===== src/rtl/future_pkg.sv =====
// Shared widths, FSM state type, S-box table and round-key helper for the FUTURE 64-bit block datapath.
package future_pkg;

  localparam int BLK_W  = 64;
  localparam int KEY_W  = 128;
  localparam int COL_W  = 16;
  localparam int N_COLS = BLK_W / COL_W;
  localparam int RND_W  = 4;

  typedef enum logic [1:0] {
    IDLE  = 2'd0,
    ROUND = 2'd1,
    DONE  = 2'd2
  } state_e;

  typedef logic [BLK_W-1:0] blk_t;
  typedef logic [KEY_W-1:0] key_t;
  typedef logic [RND_W-1:0] rnd_t;

  localparam logic [3:0] SBOX [16] = '{
    4'hC, 4'h5, 4'h6, 4'hB, 4'h9, 4'h0, 4'hA, 4'hD,
    4'h3, 4'hE, 4'hF, 4'h8, 4'h4, 4'h7, 4'h1, 4'h2
  };

  function automatic logic [3:0] sbox4(input logic [3:0] x);
    return SBOX[x];
  endfunction

  function automatic blk_t sub_nibbles(input blk_t s);
    blk_t o;
    for (int i = 0; i < BLK_W / 4; i++) begin
      o[4*i +: 4] = sbox4(s[4*i +: 4]);
    end
    return o;
  endfunction

  // Even rounds take the upper key half, odd rounds the lower; the round index
  // plus one (mod 16) is folded into the low nibble.
  function automatic blk_t round_key(input key_t k, input rnd_t r);
    blk_t base;
    rnd_t tag;
    base = r[0] ? k[63:0] : k[127:64];
    tag  = r + rnd_t'(1);
    return base ^ {{(BLK_W - RND_W){1'b0}}, tag};
  endfunction

endpackage


===== src/rtl/future_col_mix.sv =====
// Combinational 16-bit column mix; zero latency, no flow control.
module future_col_mix
  import future_pkg::*;
(
  input  logic [COL_W-1:0] b_dat,
  output logic [COL_W-1:0] c_dat
);

  assign c_dat[3:0]   = b_dat[15:12] ^ b_dat[11:8];
  assign c_dat[7:4]   = b_dat[3:0];
  assign c_dat[11:8]  = b_dat[3:0] ^ b_dat[7:4];
  assign c_dat[15:12] = b_dat[11:8];

endmodule


===== src/rtl/future_round_ctrl.sv =====
// Iterative FUTURE round controller: one round per clock, out_valid NR cycles after accept; output held while out_ready is low.
// Define FUTURE_SBOX_EN to insert the 4-bit S-box layer ahead of the column mix.
module future_round_ctrl
  import future_pkg::*;
#(
  parameter int unsigned NR = 10
) (
  input  logic             clk,
  input  logic             rst_n,
  input  logic             in_valid,
  output logic             in_ready,
  input  logic [BLK_W-1:0] pt,
  input  logic [KEY_W-1:0] key,
  output logic             out_valid,
  input  logic             out_ready,
  output logic [BLK_W-1:0] ct,
  output logic             busy
);

  localparam rnd_t LAST_RND  = rnd_t'(NR - 1);
  localparam rnd_t FINAL_IDX = rnd_t'(NR);

  state_e state_q, state_d;
  blk_t   s_q, s_d;
  key_t   key_q, key_d;
  rnd_t   rnd_q, rnd_d;

  blk_t   pre_sb;
  blk_t   sb_out;
  blk_t   mix_out;
  blk_t   round_out;
  logic   last_rnd;

  assign pre_sb = s_q ^ round_key(key_q, rnd_q);

`ifdef FUTURE_SBOX_EN
  assign sb_out = sub_nibbles(pre_sb);
`else
  assign sb_out = pre_sb;
`endif

  for (genvar j = 0; j < N_COLS; j++) begin : g_col
    future_col_mix u_col_mix (
      .b_dat(sb_out[COL_W*j +: COL_W]),
      .c_dat(mix_out[COL_W*j +: COL_W])
    );
  end

  // Output whitening is merged into the last round so DONE needs no extra cycle.
  assign last_rnd  = (rnd_q == LAST_RND);
  assign round_out = last_rnd ? (mix_out ^ round_key(key_q, FINAL_IDX)) : mix_out;

  always_ff @(posedge clk or negedge rst_n) begin
    if (!rst_n) begin
      state_q <= IDLE;
      s_q     <= '0;
      key_q   <= '0;
      rnd_q   <= '0;
    end else begin
      state_q <= state_d;
      s_q     <= s_d;
      key_q   <= key_d;
      rnd_q   <= rnd_d;
    end
  end

  always_comb begin
    state_d = state_q;
    s_d     = s_q;
    key_d   = key_q;
    rnd_d   = rnd_q;
    case (state_q)
      IDLE: begin
        if (in_valid) begin
          state_d = ROUND;
          s_d     = pt;
          key_d   = key;
          rnd_d   = '0;
        end
      end
      ROUND: begin
        s_d   = round_out;
        rnd_d = rnd_q + rnd_t'(1);
        if (last_rnd) begin
          state_d = DONE;
        end
      end
      DONE: begin
        if (out_ready) begin
          state_d = IDLE;
        end
      end
      default: begin
        state_d = IDLE;
      end
    endcase
  end

  // Handshake outputs depend only on registered state (and reset), never on in_valid/out_ready.
  always_comb begin
    in_ready  = 1'b0;
    out_valid = 1'b0;
    busy      = 1'b0;
    case (state_q)
      IDLE: begin
        in_ready = rst_n;
      end
      ROUND: begin
        busy = 1'b1;
      end
      DONE: begin
        busy      = 1'b1;
        out_valid = 1'b1;
      end
      default: begin
        in_ready = 1'b0;
      end
    endcase
  end

  assign ct = s_q;

endmodule


===== config.mk =====
export PLATFORM = sky130hd
export DESIGN_NAME = future_round_ctrl
export DESIGN_NICKNAME = d
export VERILOG_FILES = /design/src/rtl/future_pkg.sv /design/src/rtl/future_col_mix.sv /design/src/rtl/future_round_ctrl.sv
export SDC_FILE = /design/constraint.sdc
export NUM_CORES = 1
export LEC_CHECK = 0
export CORE_MARGIN = 5
export CORE_UTILIZATION = 45
export DETAILED_ROUTE_END_ITERATION = 10
export HOLD_SLACK_MARGIN = 0.08
export PLACE_DENSITY = 0.78
export RECOVER_POWER = 50
export SLEW_MARGIN = 30
export SYNTH_ARGS = -nofsm -noshare
export SYNTH_HDL_FRONTEND = slang
export SYNTH_SLANG_ARGS = --single-unit
export TNS_END_PERCENT = 20

===== constraint.sdc =====
create_clock -name clk -period 3.9 [get_ports clk]
set_input_delay 0.78 -clock clk [delete_from_list [all_inputs] [get_ports clk]]
set_output_delay 0.78 -clock clk [all_outputs]
set_load 0.01 [all_outputs]

Word level (Yosys, flattened, before mapping)
Cells that the tools add are included.
{"block": "totals", "reg_bits": 198, "latchBits": 0, "mem_bits_rw": 0, "mem_bits_ro": 0, "input_bits": 196, "out_inout_bits": 67, "word_cells": 42, "mem_count": 0}
{"block": "op_classes", "n_addsub": 1, "multipliers": 0, "div_mod_pow": 0, "magnitude_cmp": 0, "eq_ne": 6, "shift": 0, "muxes": 13, "bitwise_logic": 12, "reduce_logical": 6}
{"cell": "64-bit two-way mux", "n": 3}
{"cell": "64-bit case mux with 2 select lines", "n": 1}
{"cell": "64-bit XOR", "n": 2}
{"cell": "64-bit by 4-bit XOR with 64-bit output", "n": 1}
{"cell": "4-bit XOR", "n": 8}
{"cell": "4-bit case mux with 2 select lines", "n": 1}
{"cell": "2-bit two-way mux", "n": 3}
{"cell": "2-bit inequality test, second input constant", "n": 3}
{"cell": "2-bit case mux with 3 select lines", "n": 1}
{"cell": "4-bit by 1-bit adder with 4-bit output, second input constant", "n": 1}
{"cell": "4-bit equality test, second input constant", "n": 1}
{"cell": "4-bit two-way mux", "n": 1}
{"cell": "2-bit AND reduction", "n": 2}
{"cell": "1-bit two-way mux", "n": 3}
{"cell": "3-bit inverter", "n": 1}
{"cell": "3-bit AND reduction", "n": 1}
{"cell": "2-bit by 1-bit equality test with 1-bit output, second input constant", "n": 1}
{"cell": "2-bit equality test, second input constant", "n": 1}
{"cell": "2-bit logical NOT", "n": 1}
{"cell": "2-bit nonzero test", "n": 1}
{"cell": "2-bit OR reduction", "n": 1}

Longest topological paths before layout
{"block": "logic_depth", "depth_word": 7, "ltp_mapped": 9, "ltp_nobuf": 7}

Modules after synthesis
Synthesis repeated with hierarchy kept, for this count alone.
{"block": "hier_totals", "cells_unflattened": 939, "area_unflattened_um2": 10674.0}
{"mod": "future_round_ctrl", "instances": 1, "cells_per_inst": 875, "area_per_inst_um2": 10153.5, "seq_area_each_um2": 4954.8}
{"mod": "future_col_mix", "instances": 4, "cells_per_inst": 16, "area_per_inst_um2": 130.1, "seq_area_each_um2": 0.0}

Least setup slack after synthesis
No wires, ideal clock.
{"block": "synth_path", "kind": "flip-flop to output port", "start": "register state_q[0]", "end": "output in_ready", "arrival_ps": 1189, "required_ps": 3120, "slack_ps": 1931, "stages_incl_launch_ff": 6, "path_buffers": 2, "path_cell_list": "dfrtp_1 -> inv_1 -> ha_1 -> buf_2 -> clkbuf_1 -> and2_1"}
{"block": "synth_between", "elab_chain_cells": 2}
{"element": "start, declared", "line": "future_round_ctrl.sv:23", "rtl": "state_e state_q, state_d;"}
{"element": "start signal, assigned", "line": "future_round_ctrl.sv:60", "rtl": "state_q <= state_d;"}
{"element": "2-bit logical NOT", "line": "future_round_ctrl.sv:104", "rtl": "case (state_q)"}
{"element": "1-bit two-way mux", "line": "future_round_ctrl.sv:104"}
{"element": "end, declared", "line": "future_round_ctrl.sv:11", "rtl": "output logic in_ready,"}
No other way between the ends.

Worst setup path after layout
{"block": "layout_path", "start": "register state_q[0]", "end": "register s_q[21], in the netlist ct[21]"}
{"block": "layout_between", "elab_chain_cells": 3, "word_cells_on_any_way": 6, "cone_classes": "eq/ne (2); mux (1); reduce/logical (3)"}
{"element": "2-bit by 1-bit equality test with 1-bit output / 2-bit logical NOT (equally long branches)", "line": "future_round_ctrl.sv:72", "rtl": "case (state_q)"}
{"element": "2-bit nonzero test (no source line) / 2-bit inequality test (equally long branches)"}
{"element": "2-bit AND reduction (no source line)"}
{"element": "end signal, assigned", "line": "future_round_ctrl.sv:56", "rtl": "s_q <= '0;"}
{"element": "end signal, assigned", "line": "future_round_ctrl.sv:61", "rtl": "s_q <= s_d;"}
{"element": "end, declared", "line": "future_round_ctrl.sv:24", "rtl": "blk_t s_q, s_d;"}
Several ways; a longest one is shown, not always the timed one.
A chain may end at the register's enable or synchronous reset.

==> results.sh <==
export IMPL_endpoint_kind="register"
export IMPL_path_clk_slew_ps=80
export IMPL_die_area_um2=26700
export IMPL_area_growth_pct=32.5
export IMPL_maxSlewViolCount=170
export IMPL_cts_made_buffers=17
export IMPL_reg2reg_slack_ps=810
export IMPL_critical_path_slowest_cell="nor2_1"
export IMPL_chipHeight_um=163
export IMPL_dp_hpwl_um=20100
export IMPL_drtAntennaViolNets=0
export IMPL_synthDominantCellAreaShare=0.469
export IMPL_grt_usage=0.220
export IMPL_ys_seq_area_frac=0.469
export IMPL_io_pins=263
export IMPL_path_class="register to register"
export IMPL_synth_avg_cell_area_um2=11.6
export IMPL_synth_compound_area_frac=0.117
export IMPL_dominantRegCellSynth="dfrtp_1"
export IMPL_die_w_um=163
export IMPL_ys_seq_elements=198
export IMPL_gp_congestion=0.783
export IMPL_yosys_cell_count_top_type="dfrtp_1"
export IMPL_syn_num_nets=1116
export IMPL_fin_nets=1345
export IMPL_status="finished with violations"
export IMPL_reg2reg_depth=7
export IMPL_cp_top_family="simple AND/OR/NAND/NOR gates"
export IMPL_grt_pass1_wl_um=46000
export IMPL_holdWs_ps=281
export IMPL_cts_tree="built"
export IMPL_hp_class="input pin to async pin"
export IMPL_synth_cells=915
export IMPL_via_count=7910
export IMPL_grt_pass1_vias=8271
export IMPL_synth_top_family_by_area="multiplexers"
export IMPL_rsz0062_at_grt="false"
export IMPL_wl_per_cell_um=19.8
export IMPL_p_leak_nw=5.51
export IMPL_core_um2=23300
export IMPL_hold_buffers=0
export IMPL_cts_root_buf="clkbuf_16"
export IMPL_critical_path_max_stage_delay_ps=1250
export IMPL_async_flop_share=1.00
export IMPL_antenna_found_initial=1
export IMPL_slew_headroom=-0.317
export IMPL_synthTopCellsByCount="198 x dfrtp_1, 128 x mux2_2, 126 x xnor2_1, 95 x nand2_1, 64 x mux2i_1"
export IMPL_synthSimpleGateAreaFrac=0.0453
export IMPL_drc=0
export IMPL_worstPathRequired_ps=4230
export IMPL_r2r_start="state_q[0]$_DFFE_PN0P_"
export IMPL_synthesis_area_um2=10600
export IMPL_period_share=0.793
export IMPL_routed_via_density=5.36
export IMPL_initial_core_util=0.453
export IMPL_max_freq_mhz=324
export IMPL_synth_edff_count=0
export IMPL_first_pass_iters=5
export IMPL_overflow=0
export IMPL_clockBufferDepth=2
export IMPL_synthMuxAreaShare=0.197
export IMPL_ys_types=36
export IMPL_grt_max_degree=80
export IMPL_finalSetupTns_ps=0
export IMPL_r2r_end="ct[21]$_DFFE_PN0P_"
export IMPL_cts_sinks=198
export IMPL_yosysTopAreaCell="dfrtp_1"
export IMPL_synth_xor_area_share=0.134
export IMPL_setup_viol=0
export IMPL_start_kind="register"
export IMPL_cts_max_level=4
export IMPL_synth_area_leaders="dfrtp_1 47%, mux2_2 14%, xnor2_1 10%"
export IMPL_skew_ps=17.1
export IMPL_synthAdderAreaFrac=0.00592
export IMPL_row_count=56
export IMPL_violations="max-capacitance violations, max-slew violations"
export IMPL_io_buffers=262
export IMPL_hold_viol_final=0
export IMPL_insertedDiodeCount=0
export IMPL_crit_chain="inv_1 -> ha_2 -> inv_2 -> nor2_1 -> buf_12 -> a211oi_1 -> a21o_1"
export IMPL_crit_arrival_ps=3420
export IMPL_peakVddDrop_uv=368
export IMPL_layout_drive_gt1_share=0.156
export IMPL_insertion_delay_ps=440
export IMPL_cts_resized=0
export IMPL_wirelength_um=29200
export IMPL_fill_cells=1942
export IMPL_critPathBufInv=3
export IMPL_cts_setup_buffers=0
export IMPL_min_period_ps=3090
export IMPL_path_max_fanout=47
export IMPL_power_density_nw_per_um2=941
export IMPL_drtIter0Drc=492
export IMPL_cap_violations=3
export IMPL_ys_warn_count=0
export IMPL_worst_pin_slew_ps=1980
[flip-flops by register name, indices dropped and copies added (netlist names)]
signal / count
rnd_q: 4
key_q: 128
state_q: 2
ct: 64
[cell usage in the layout, fill, tap and decap left out, types with 2 or more instances in the layout]
master	synthesis	routed
o21ai_0	3	3
buf_4	3	7
mux2_2	128	128
a21oi_1	36	35
mux2i_1	64	64
a211oi_1	28	28
inv_1	5	5
clkbuf_16	0	17
inv_6	0	4
nor2_1	9	9
a22oi_1	34	34
clkbuf_2	0	2
a221o_1	4	4
dfrtp_1	198	197
buf_12	0	3
nor3_1	2	2
ha_1	5	3
o221ai_1	30	30
dlygate4sd3_1	0	31
clkinv_8	0	2
nand3_1	2	2
xnor2_1	126	126
and2_1	3	2
a21o_1	28	28
xor2_1	36	36
inv_8	0	3
clkinv_4	0	3
clkdlybuf4s50_1	0	230
nor2b_1	3	3
nand2_1	95	94
[area by class of cell]
class	instances	area, um^2	share of cell area
repair buffers	274	2750	0.196
multi-input cells	647	5310	0.379
flip-flops and latches	198	4960	0.354
inverters	6	22.5	0.00161
clock buffers	18	429	0.0306
well taps	319	399	0.0285
clock inverters	14	140	0.0100
[cells by family after synthesis]
group,after synthesis
adder cells (fa/ha/maj),5
AO/OA/AOI/OAI,170
buffers and inverters,70
multiplexers,192
AND/OR/NAND/NOR,118
flip-flops,198
XOR/XNOR,162
[worst register-to-register path, delay by kind of cell, from the launching register on]
kind	cells	cell delay (ps)
AND/OR/NAND/NOR	1	1250
buffers and inverters	3	670
adder cells (fa/ha/maj)	1	280
AO/OA/AOI/OAI	2	340
flip-flops	1	440
[how the worst max path moves through the flow]
stage / from / endpoint / slack [ps] / cells after the start
2_1_floorplan: state_q[0]$_DFFE_PN0P_ / in_ready / 1930 / 5
3_3_place_gp: rnd_q[0]$_DFFE_PN0P_ / ct[27]$_DFFE_PN0P_ / 1070 / 7
3_5_place_dp: rnd_q[0]$_DFFE_PN0P_ / ct[16]$_DFFE_PN0P_ / 1000 / 7
4_1_cts: rnd_q[0]$_DFFE_PN0P_ / ct[26]$_DFFE_PN0P_ / 980 / 7
5_1_grt: state_q[0]$_DFFE_PN0P_ / ct[36]$_DFFE_PN0P_ / 620 / 7
6_report: state_q[0]$_DFFE_PN0P_ / ct[21]$_DFFE_PN0P_ / 810 / 7
[stage by stage]
| stage | power, W | area [um^2] | cells | utilization | setup slack, ps |
|---|---|---|---|---|---|
| 2_1_floorplan | 0.00938 | 10600 | 915 | - | 1930 |
| 3_3_place_gp | 0.0114 | 13400 | 1444 | 0.576 | 1070 |
| 3_5_place_dp | 0.0116 | 13500 | 1444 | 0.577 | 1000 |
| 6_report | 0.0132 | 14000 | 1476 | 0.600 | 809 |
| 5_1_grt | 0.0141 | 14000 | 1476 | 0.600 | 621 |
| 4_1_cts | 0.0134 | 14000 | 1476 | 0.601 | 982 |
[where the power goes]
part | internal (W) | switching (W) | total (W)
sequential | 0.00314 | 0.000977 | 0.00412
combinational | 0.00392 | 0.00340 | 0.00732
clock | 0.000852 | 0.000885 | 0.00174
[routing by layer]
metal	up-vias	GRT usage	share of wire
li1	3700	-	-
met1	3925	0.304	0.45
met2	249	0.354	0.48
met3	34	0.0439	0.060
met4	2	0.0606	0.015
met5	-	0	0.00044
Power figures use the tool's default switching activity.
